===== config.mk =====
export PLATFORM = sky130hd
export DESIGN_NAME = u8_to_u32_packer
export DESIGN_NICKNAME = d
export VERILOG_FILES = /design/src/rtl/std_types.sv /design/src/rtl/u8_to_u32_packer.sv
export SDC_FILE = /design/constraint.sdc
export NUM_CORES = 1
export LEC_CHECK = 0
export BUFFER_PORTS_ARGS = -buffer_cell sky130_fd_sc_hd__buf_2
export CELL_PAD_IN_SITES_DETAIL_PLACEMENT = 1
export CELL_PAD_IN_SITES_GLOBAL_PLACEMENT = 1
export CORE_UTILIZATION = 34
export DETAILED_ROUTE_END_ITERATION = 10
export GPL_ROUTABILITY_DRIVEN = 0
export GPL_TIMING_DRIVEN = 0
export PLACE_DENSITY = 0.75
export SLEW_MARGIN = 20
export SYNTH_ARGS = -nofsm -noshare
export SYNTH_HDL_FRONTEND = slang
export SYNTH_SLANG_ARGS = --single-unit

===== constraint.sdc =====
create_clock -name clk -period 2.3 [get_ports clk]
set_clock_uncertainty 0.15 [all_clocks]
set_input_delay 0.115 -clock clk [delete_from_list [all_inputs] [get_ports clk]]
set_output_delay 0.115 -clock clk [all_outputs]
set_load 0.01 [all_outputs]

===== src/rtl/std_types.sv =====
// Shared scalar types and lane helpers for byte/word datapaths.
package std_types;

   localparam int unsigned U8  = 8;
   localparam int unsigned U4  = 4;
   localparam int unsigned U32 = 32;

   typedef logic [U8-1:0]  u8;
   typedef logic [U4-1:0]  u4;
   typedef logic [U32-1:0] u32;
   typedef logic           bool;

   localparam int unsigned U8_PER_U32 = U32 / U8;

   typedef logic [$clog2(U8_PER_U32)-1:0] lane_idx;

   // Contiguous lane mask for a word holding nbytes bytes from lane 0 upward.
   function automatic u4 lane_mask(input logic [2:0] nbytes);
      u4 m;
      case (nbytes)
         3'd1:    m = 4'h1;
         3'd2:    m = 4'h3;
         3'd3:    m = 4'h7;
         3'd4:    m = 4'hF;
         default: m = 4'h0;
      endcase
      return m;
   endfunction

   function automatic u32 swap_bytes(input u32 w);
      return {w[7:0], w[15:8], w[23:16], w[31:24]};
   endfunction

   function automatic u4 swap_lanes(input u4 k);
      return {k[0], k[1], k[2], k[3]};
   endfunction

endpackage


===== src/rtl/u8_to_u32_packer.sv =====
// Byte-stream to 32-bit word gearbox with packet-end and idle-timeout flush.
module u8_to_u32_packer
   import std_types::*;
#(
   parameter bit          BIG_ENDIAN    = 1'b0,
   parameter int unsigned FLUSH_TIMEOUT = 0
) (
   input  logic clk,
   input  logic rst_n,
   input  bool  in_valid,
   output bool  in_ready,
   input  u8    in_data,
   input  bool  in_last,
   output bool  out_valid,
   input  bool  out_ready,
   output u32   out_data,
   output u4    out_keep,
   output bool  out_last,
   output bool  out_flush
);

   lane_idx    cnt_q;
   u32         acc_q;
   u32         acc_new;
   u32         load_data;
   u4          load_keep;
   logic [2:0] nbytes;
   bool        accept;
   bool        complete;
   bool        timeout_hit;
   bool        do_flush;
   bool        load;

   always_comb begin
      in_ready  = !out_valid || out_ready;
      accept    = in_valid && in_ready;
      acc_new   = acc_q | (u32'(in_data) << {cnt_q, 3'b000});
      complete  = accept && ((cnt_q == 2'd3) || in_last);
      // A byte arriving in the same cycle always wins over a pending flush.
      do_flush  = timeout_hit && in_ready && !accept;
      load      = complete || do_flush;
      nbytes    = {1'b0, cnt_q} + (complete ? 3'd1 : 3'd0);
      load_data = complete ? acc_new : acc_q;
      load_keep = lane_mask(nbytes);
      if (BIG_ENDIAN) begin
         load_data = swap_bytes(load_data);
         load_keep = swap_lanes(load_keep);
      end
   end

   always_ff @(posedge clk or negedge rst_n) begin
      if (!rst_n) begin
         cnt_q <= '0;
         acc_q <= '0;
      end else if (load) begin
         cnt_q <= '0;
         acc_q <= '0;
      end else if (accept) begin
         cnt_q <= cnt_q + 2'd1;
         acc_q <= acc_new;
      end
   end

   always_ff @(posedge clk or negedge rst_n) begin
      if (!rst_n) begin
         out_valid <= 1'b0;
         out_data  <= '0;
         out_keep  <= '0;
         out_last  <= 1'b0;
         out_flush <= 1'b0;
      end else if (load) begin
         out_valid <= 1'b1;
         out_data  <= load_data;
         out_keep  <= load_keep;
         out_last  <= complete && in_last;
         out_flush <= do_flush;
      end else if (out_ready) begin
         out_valid <= 1'b0;
      end
   end

   if (FLUSH_TIMEOUT > 0) begin : gen_timeout
      localparam logic [15:0] Limit = 16'(FLUSH_TIMEOUT);
      logic [15:0] idle_q;

      // Saturates at Limit so a blocked flush stays armed until the register frees.
      always_ff @(posedge clk or negedge rst_n) begin
         if (!rst_n) begin
            idle_q <= '0;
         end else if (accept || (cnt_q == '0) || load) begin
            idle_q <= '0;
         end else if (idle_q != Limit) begin
            idle_q <= idle_q + 16'd1;
         end
      end

      assign timeout_hit = (cnt_q != '0) && (idle_q == Limit);
   end else begin : gen_no_timeout
      assign timeout_hit = 1'b0;
   end

endmodule

# --- After elaboration in Yosys (flattened, before gate mapping) ---
# Cells that the tools add are included.
totals:
  register_bits: 72
  inputBits: 13
  out_inout_bits: 40
  elab_cells: 31
classes:
  addsub: 2
  n_eq_ne: 5
  shifts: 1
  muxes: 8
  bitwise_logic: 1
  n_reduce_logical: 8
ops:
  columns: ["cell", "n"]
  rows:
  - ["two-way mux 32 bit", 2]
  - ["OR 32 bit", 1]
  - ["left shift 8 x 5 -> 32 bit", 1]
  - ["case mux 4 bit (4 select lines)", 1]
  - ["equality test 3 x 2 -> 1 bit, second input constant", 2]
  - ["two-way mux 2 bit", 2]
  - ["nonzero test 2 bit", 2]
  - ["adder 2 x 1 -> 3 bit", 1]
  - ["equality test 3 x 1 -> 1 bit, second input constant", 1]
  - ["equality test 3 bit, second input constant", 1]
  - ["logical AND 1 bit", 3]
  - ["two-way mux 1 bit", 3]
  - ["adder 2 x 1 -> 2 bit, second input constant", 1]
  - ["equality test 2 bit, second input constant", 1]
  - ["logical OR 1 bit", 2]
  - ["logical NOT 1 bit", 1]

# --- Logic depth before layout (Yosys ltp) ---
# Gate-level depths: netlist of run 1.
logic_depth:
  depth_word: 8
  mapped_depth: 9
  depth_no_buf: 8

# --- Worst setup path after synthesis of run 1 ---
# Ideal clock, no wire load.
synth_timing:
  kind: "register to register"
  start: "register cnt_q[0]"
  end: "register out_keep[0]"
  setup_ns: 0.125
  t_arrival_ns: 1.970
  required_time_ns: 2.025
  path_slack_ns: 0.055
  stages_incl_launch_ff: 10
  path_buffers: 1
  period_less_slack_ns: 2.245
  cell_sequence: "dfrtp_1 > ha_1 > nor2_1 > nor3_4 > buf_2 > ha_1 > ha_1 > nor2_1 > xnor2_1 > mux2_2"
synth_via:
  elab_chain_cells: 7
  elab_cells_between_ends: 10
  cone_classes: "add/sub (1); eq/ne (5); mux (2); reduce/logical (2)"
synth_rtl:
  columns: ["element", "line_no", "text"]
  rows:
  - ["start: declaration", "u8_to_u32_packer.sv:22", "lane_idx cnt_q;"]
  - ["start signal: assignment", "u8_to_u32_packer.sv:59", "cnt_q <= cnt_q + 2'd1;"]
  - ["equality test 2 bit (*)", "u8_to_u32_packer.sv:38", "complete = accept && ((cnt_q == 2'd3) || in_last);"]
  - ["logical OR 1 bit (*)", "u8_to_u32_packer.sv:38", null]
  - ["logical AND 1 bit (*)", "u8_to_u32_packer.sv:38", null]
  - ["via complete", "u8_to_u32_packer.sv:29", "bool complete;"]
  - ["two-way mux 1 bit", "u8_to_u32_packer.sv:42", "nbytes = {1'b0, cnt_q} + (complete ? 3'd1 : 3'd0);"]
  - ["adder 2 x 1 -> 3 bit", "u8_to_u32_packer.sv:42", null]
  - ["equality test 3 bit, or another cell as far along", "std_types.sv:20", "case (nbytes)"]
  - ["case mux 4 bit (4 select lines)", "std_types.sv:20", null]
  - ["end signal: assignment", "u8_to_u32_packer.sv:74", "out_keep <= load_keep;"]
  - ["end: declaration", "u8_to_u32_packer.sv:17", "output u4 out_keep,"]
# Mark *: on every way through the listed nets, which the timed path passes. The rest lies on a longest branch.
# A chain may end at the register's enable or synchronous reset.

# --- Worst setup path in the final report of run 1 ---
layout_timing:
  start: "register out_valid"
  end: "register out_keep[0]"
layout_via:
  elab_chain_cells: 8
  elab_cells_between_ends: 11
  cone_classes: "add/sub (1); eq/ne (4); mux (2); reduce/logical (4)"
layout_rtl:
  columns: ["element", "line_no", "text"]
  rows:
  - ["start: declaration", "u8_to_u32_packer.sv:14", "output bool out_valid,"]
  - ["start signal: assignment", "u8_to_u32_packer.sv:66", "out_valid <= 1'b0;"]
  - ["start signal: assignment", "u8_to_u32_packer.sv:72", "out_valid <= 1'b1;"]
  - ["start signal: assignment", "u8_to_u32_packer.sv:78", "out_valid <= 1'b0;"]
  - ["logical NOT 1 bit (*)", "u8_to_u32_packer.sv:35", "in_ready = !out_valid || out_ready;"]
  - ["logical OR 1 bit (*)", "u8_to_u32_packer.sv:35", null]
  - ["logical AND 1 bit (*)", "u8_to_u32_packer.sv:36", "accept = in_valid && in_ready;"]
  - ["logical AND 1 bit (*)", "u8_to_u32_packer.sv:38", null]
  - ["via complete", "u8_to_u32_packer.sv:29", null]
  - ["two-way mux 1 bit", "u8_to_u32_packer.sv:42", null]
  - ["adder 2 x 1 -> 3 bit", "u8_to_u32_packer.sv:42", null]
  - ["equality test 3 bit, or another cell as far along", "std_types.sv:20", null]
  - ["case mux 4 bit (4 select lines)", "std_types.sv:20", null]
# Marked as above.

==> results.txt, run 1 <==
status -> completed
Top FF cell, synth -> dfrtp_1
DR vias -> 2,484
Slew HR -> 66.5%
fmax -> 0.452 GHz
Unique masters post-synth -> 26
R2R Setup Slk -> 90 ps
Placed Cells -> 452
Syn Inst Count -> 298
area of the die -> 0.00987 sq mm
leakage power total -> 1.89 nW
critical path class -> reg2reg
Row Count -> 35
Avg WL per Cell -> 17.0 um
clock sink total -> 72
Critical Path RT -> 2390 ps
post-detail-place hpwl -> 5.35 mm
diodes inserted -> 0
DRT iter0 DRCs -> 85
Max FO, Critical Path -> 5
syn avg cell area -> 10.8 sq um
area of placed instances -> 0.00360 sq mm
Core Area -> 0.00920 sq mm
Final WS setup -> 86.7 ps
Layout Nets -> 380
synth cell count leaders -> 72 x dfrtp_1, 36 x nor2_1, 35 x inv_1, 33 x a21oi_1, 33 x mux2i_1
Slew Viols, Final -> 0
share of the synthesized area in the top cell type -> 55.9%
Synth area leaders -> dfrtp_1 56%, mux2i_1 10%, a41oi_1 8.7%
first-pass GRT wire length -> 13.5 mm
count leader, synth -> dfrtp_1
pwr dens -> 1270 mW/mm^2
TritonCTS buffer count -> 9
vias in the first global route -> 2,564
hold crit path type -> in2async
Finished Layout Cells -> 478
Place WS -> -251 ps
CP Capture Type -> flop
CTS tree -> done
Mapped Nets -> 315
DRT Pass-1 Iters -> 4
ratio of cells with drive above 1 in the final layout -> 27.8%
# fillers -> 1,058
Final setup viols -> 0
combinational share of power -> 39.6%
Final Hold Fails -> 0
Worst Reg-to-Reg Cells -> 8
GRT Util Overall -> 17.9%
Post-synth ARST share -> 100%
wirelength, routed -> 8.13 mm
Netlist Area Pre-Place -> 0.00322 sq mm
CP arrival -> 2310 ps
maximum VDD drop -> 0.439 mV
maxcap violations -> 0
initial antenna violation count -> 0
Max Buffers Root-to-Sink -> 2
Die Y -> 99.3 um
Clock Tree Root -> clkbuf_8
synthesized flop and latch total -> 72
synth warn -> 0
IO Port Bufs -> 42
antenna viol nets, final -> 0
worst-skew pair later-pin latency -> 350 ps
Die X -> 99.3 um
CTS clk-pin slew, worst paths -> 70 ps
Design Area, Final -> 0.00388 sq mm
Clk pwr share -> 18.4%
switching portion of total power -> 37.6%
worst-margin pin slew -> 500 ps
Starting Density -> 35.0%
Post-synth EDFFs -> 0
Ports -> 53
reg2reg start -> out_valid$_DFFE_PN0P_
GRT Residual Overflow -> 0
leading area contributor after synthesis -> dfrtp_1
area delta synth->final -> 20.6%
NetSw -> 1.85 mW
DRC violations left -> 0
RSZ-0062 raised after global routing -> false
min Tclk post-route -> 2210 ps
DR vias/cell -> 5.20
Critical R2R Capture -> out_keep[0]$_DFFE_PN0N_
Final Cycle Share -> 96.2%
Sequential Power Share -> 42.1%
crit start category -> flop
Seq/Total Area, Yosys -> 55.9%
largest net degree at the start of global routing -> 56
H-Tree Depth -> 3
Pint -> 3.08 mW
-- layer usage --
layer | routed length, um | vias up | share of wire (%) | track usage [%]
met5 | 0 | - | 0 | 0
met4 | 121 | 0 | 1.5 | 8.26
met3 | 327 | 11 | 4.0 | 3.65
met2 | 3960 | 48 | 49 | 27.9
met1 | 3720 | 1270 | 46 | 24.0
li1 | - | 1155 | - | -
-- worst max-delay path by stage --
stage                               start                      end  slack [ps]  cells past startpoint
global route        out_valid$_DFFE_PN0P_  out_keep[0]$_DFFE_PN0N_          20                      8
floorplan            cnt_q[0]$_DFFE_PN0P_  out_keep[0]$_DFFE_PN0N_          50                      9
finish              out_valid$_DFFE_PN0P_  out_keep[0]$_DFFE_PN0N_          90                      8
CTS                  cnt_q[1]$_DFFE_PN0P_  out_keep[0]$_DFFE_PN0N_          40                      9
detailed placement   cnt_q[0]$_DFFE_PN0P_  out_keep[1]$_DFFE_PN0N_        -250                      9
global placement     cnt_q[0]$_DFFE_PN0P_  out_keep[2]$_DFFE_PN0N_        -240                      9
-- area by class of cell --
cell class              instances  area, sq um  share of cell area (%)
repair buffers                 54          328                    8.44
multi-input cells             158         1130                    29.0
plain buffers                  31          174                    4.48
clock buffers                  11          151                    3.90
flip-flops and latches         72         1800                    46.5
inverters                      37          139                    3.58
clock inverters                 4         20.0                   0.516
well taps                     111          139                    3.58
-- worst max-delay path: stages (launching register included) --
cell and delay [ps]:
dfrtp_1 380, and2b_1 220, nor3_4 300, buf_6 170
ha_1 140, ha_1 250, nor2_1 140, xnor2_1 90
mux2_2 260
-- stage by stage --
step / utilization, % / hold WS (ps) / power [mW] / setup TNS [ps]
after global placement: 38.8 / 249 / 3.88 / -892
after CTS: 41.9 / 18.6 / 4.97 / 0
after floorplan: - / -331 / 3.28 / 0
final: 42.2 / 18.3 / 4.93 / 0
after global routing: 42.2 / 39.1 / 5.31 / 0
after detailed placement: 39.1 / -137 / 3.98 / -986
-- flip-flops by register name, summed over array words and instances (netlist names) --
signal,count
cnt_q,2
out_last,1
out_keep,4
out_data,32
acc_q,32
out_valid,1
-- cells in the final DEF, fill, tap and decap left out --
master / count
inv_2: 2
a32o_1: 1
buf_6: 2
nor3b_2: 1
clkbuf_1: 7
mux2i_1: 33
buf_2: 57
xnor2_1: 1
a21oi_1: 33
o31ai_1: 1
nor3_4: 1
inv_1: 35
ha_1: 3
buf_16: 1
nor2b_1: 3
nor2_4: 1
buf_4: 16
nand3_1: 2
nand2_1: 2
a41oi_1: 32
ha_2: 1
o2bb2ai_1: 1
clkbuf_8: 11
and2_1: 1
dlygate4sd3_1: 2
dfrtp_2: 2
clkinv_2: 4
o21ai_1: 1
mux2_2: 3
and2b_1: 1
dfrtp_1: 70
nor2_1: 35
conb_1: 1
-- power by group through the flow --
stage               sequential (mW)  clock [mW]  combinational, mW
floorplan                      2.22           0               1.06
global placement               2.10           0               1.78
detailed placement             2.12           0               1.86
CTS                            2.08       0.926               1.96
global route                   2.15       0.979               2.19
finish                         2.07       0.906               1.95
-- cell families after synthesis --
logic type	after synthesis	share of synthesized area (%)
AOI/OAI and AO/OA	69	14.8
xor gates and xnor gates	1	0.272
buffers and inverters	68	9.52
and+or+nand+nor	47	6.49
adders and majority gates	4	1.55
other	1	0.116
muxes	36	11.3
DFF	72	55.9
-- timing repair --
item / CTS / global route
setup buffers: 5 / 4
hold buffers: 2 / 0
hold endpoints to repair: 73 / 0
pin swaps: 1 / 1
resized for setup: 8 / 0
endpoints found under the setup margin: 4 / 3
Power figures use the tool's default switching activity.
==> run 2: changes to the inputs <==
--- a/config.mk
+++ b/config.mk
@@ -13,6 +13,7 @@
 export GPL_ROUTABILITY_DRIVEN = 0
 export GPL_TIMING_DRIVEN = 0
 export PLACE_DENSITY = 0.75
+export RECOVER_POWER = 100
 export SLEW_MARGIN = 20
 export SYNTH_ARGS = -nofsm -noshare
 export SYNTH_HDL_FRONTEND = slang
==> run 2 against run 1 <==
Critical path depth up 1. Core utilization is 0.80 points lower. Flip-flop and latch count stayed put. Power is 2.0% lower.
==> results.txt, run 2 (same netlist as run 1, synthesis figures left out) <==
CP arrival -> 2310 ps
most frequent cells in the layout -> 70 x dfrtp_1, 54 x clkbuf_1, 35 x inv_1, 35 x nor2_1
H-Tree Depth -> 3
Critical Path RT -> 2400 ps
min Tclk post-route -> 2210 ps
maximum VDD drop -> 0.414 mV
Layout Nets -> 380
hold crit path type -> in2reg
R2R Setup Slk -> 90 ps
fmax -> 0.452 GHz
CTS tree -> done
Final Hold Fails -> 0
DR vias -> 2,474
Row Count -> 35
diodes inserted -> 0
area of the die -> 0.00987 sq mm
NetSw -> 1.86 mW
Place WS -> -251 ps
Max Buffers Root-to-Sink -> 2
largest net degree at the start of global routing -> 56
post-detail-place hpwl -> 5.35 mm
Ports -> 53
ratio of cells with drive above 1 in the final layout -> 15.0%
combinational share of power -> 38.1%
status -> completed
leakage power total -> 1.73 nW
Finished Layout Cells -> 478
GRT Residual Overflow -> 0
initial antenna violation count -> 0
switching portion of total power -> 38.5%
worst-margin pin slew -> 1110 ps
Avg WL per Cell -> 17.0 um
CP cell instances -> ha_2, nor2_4, nor3_4, buf_6, ha_1, ha_1, nor2_1, xnor2_1, mux2_2
Die Y -> 99.3 um
clock sink total -> 72
Die X -> 99.3 um
IO Port Bufs -> 42
Starting Density -> 35.0%
RSZ-0062 raised after global routing -> false
worst-skew pair later-pin latency -> 350 ps
CP Capture Type -> flop
antenna viol nets, final -> 0
DR vias/cell -> 5.18
most common cell type on the critical path -> ha_1
TritonCTS buffer count -> 9
wirelength, routed -> 8.13 mm
Sequential Power Share -> 43.1%
Placed Cells -> 452
Slew HR -> 26.1%
Slowest cell on crit path -> dfrtp_2
DRT iter0 DRCs -> 131
Slew Viols, Final -> 0
DRT Pass-1 Iters -> 4
pwr dens -> 1270 mW/mm^2
Final WS setup -> 85.6 ps
Final setup viols -> 0
maxcap violations -> 0
Worst path max stage delay -> 390 ps
CTS clk-pin slew, worst paths -> 80 ps
Max FO, Critical Path -> 5
area delta synth->final -> 18.3%
critical path class -> reg2reg
DRC violations left -> 0
Largest regs -> acc_q x32, out_data x32, out_keep x4
Clk pwr share -> 18.7%
Pint -> 2.97 mW
Core Area -> 0.00920 sq mm
vias in the first global route -> 2,564
worst hold slack -> 18.9 ps
Clock Tree Root -> clkbuf_8
GRT Util Overall -> 17.9%
Final Cycle Share -> 96.3%
crit start category -> flop
most common cell after layout, fill and taps aside -> dfrtp_1
first-pass GRT wire length -> 13.5 mm
## run 2: per-layer routing
metal	up-vias	GRT usage (%)	share of wire, %
li1	1156	-	-
met1	1258	24.0	45
met2	49	27.9	49
met3	11	3.65	4.2
met4	0	8.26	1.5
met5	-	0	0
## run 2: final cells by class
type	instances	area [sq um]
plain buffers	31	160
clock buffers	11	151
clock inverters	4	20.0
fillers	1070	5390
inverters	37	139
multi-input cells	158	1130
flip-flops and latches	72	1800
well taps	111	139
repair buffers	54	268
## run 2: per-stage QoR
stage               cell area [sq um]  utilization (%)  total power [mW]  TNS [ps]
finish                           3810             41.4              4.83         0
global route                     3810             41.4              5.22         0
CTS                              3850             41.9              4.97         0
detailed placement               3600             39.1              3.98      -986
global placement                 3570             38.8              3.88      -892
floorplan                        3220                -              3.28         0
## run 2: worst max-delay path, delay by kind of cell, from the launching register on
| family | cells | cell delay (ps) |
|---|---|---|
| xor+xnor | 1 | 90 |
| buf+inv | 1 | 170 |
| mux | 1 | 260 |
| simple gates | 3 | 420 |
| flops | 1 | 390 |
| fa+ha+maj | 3 | 620 |
## run 2: repair_timing
action | in CTS | in global routing
hold buffers | 2 | 0
pin swaps | 1 | 1
setup endpoints to repair | 4 | 3
endpoints found under the hold margin | 73 | 0
resized for setup | 8 | 0
setup buffers | 5 | 4
## run 2: path summary, 6_finish.rpt
| path | endpoint | depth (start not counted) | startpoint |
|---|---|---|---|
| worst max-delay path | out_keep[0]$_DFFE_PN0N_ | 9 | cnt_q[1]$_DFFE_PN0P_ |
| worst min-delay path | out_data[7]$_DFFE_PN0N_ | 3 | in_data[7] |
| worst max register to register | out_keep[0]$_DFFE_PN0N_ | 9 | cnt_q[1]$_DFFE_PN0P_ |
| worst min register to register | acc_q[4]$_DFFE_PN0P_ | 2 | acc_q[4]$_DFFE_PN0P_ |
| max in group asynchronous | cnt_q[1]$_DFFE_PN0P_ | 3 | rst_n |
| min in group asynchronous | out_keep[0]$_DFFE_PN0N_ | 2 | rst_n |
## run 2: power by group through the flow
| stage | sequential [mW] | clock (mW) | combinational, mW |
|---|---|---|---|
| 5_1_grt | 2.15 | 0.979 | 2.08 |
| 3_5_place_dp | 2.12 | 0 | 1.86 |
| 3_3_place_gp | 2.10 | 0 | 1.78 |
| 4_1_cts | 2.08 | 0.926 | 1.96 |
| 2_1_floorplan | 2.22 | 0 | 1.06 |
| 6_report | 2.08 | 0.904 | 1.84 |
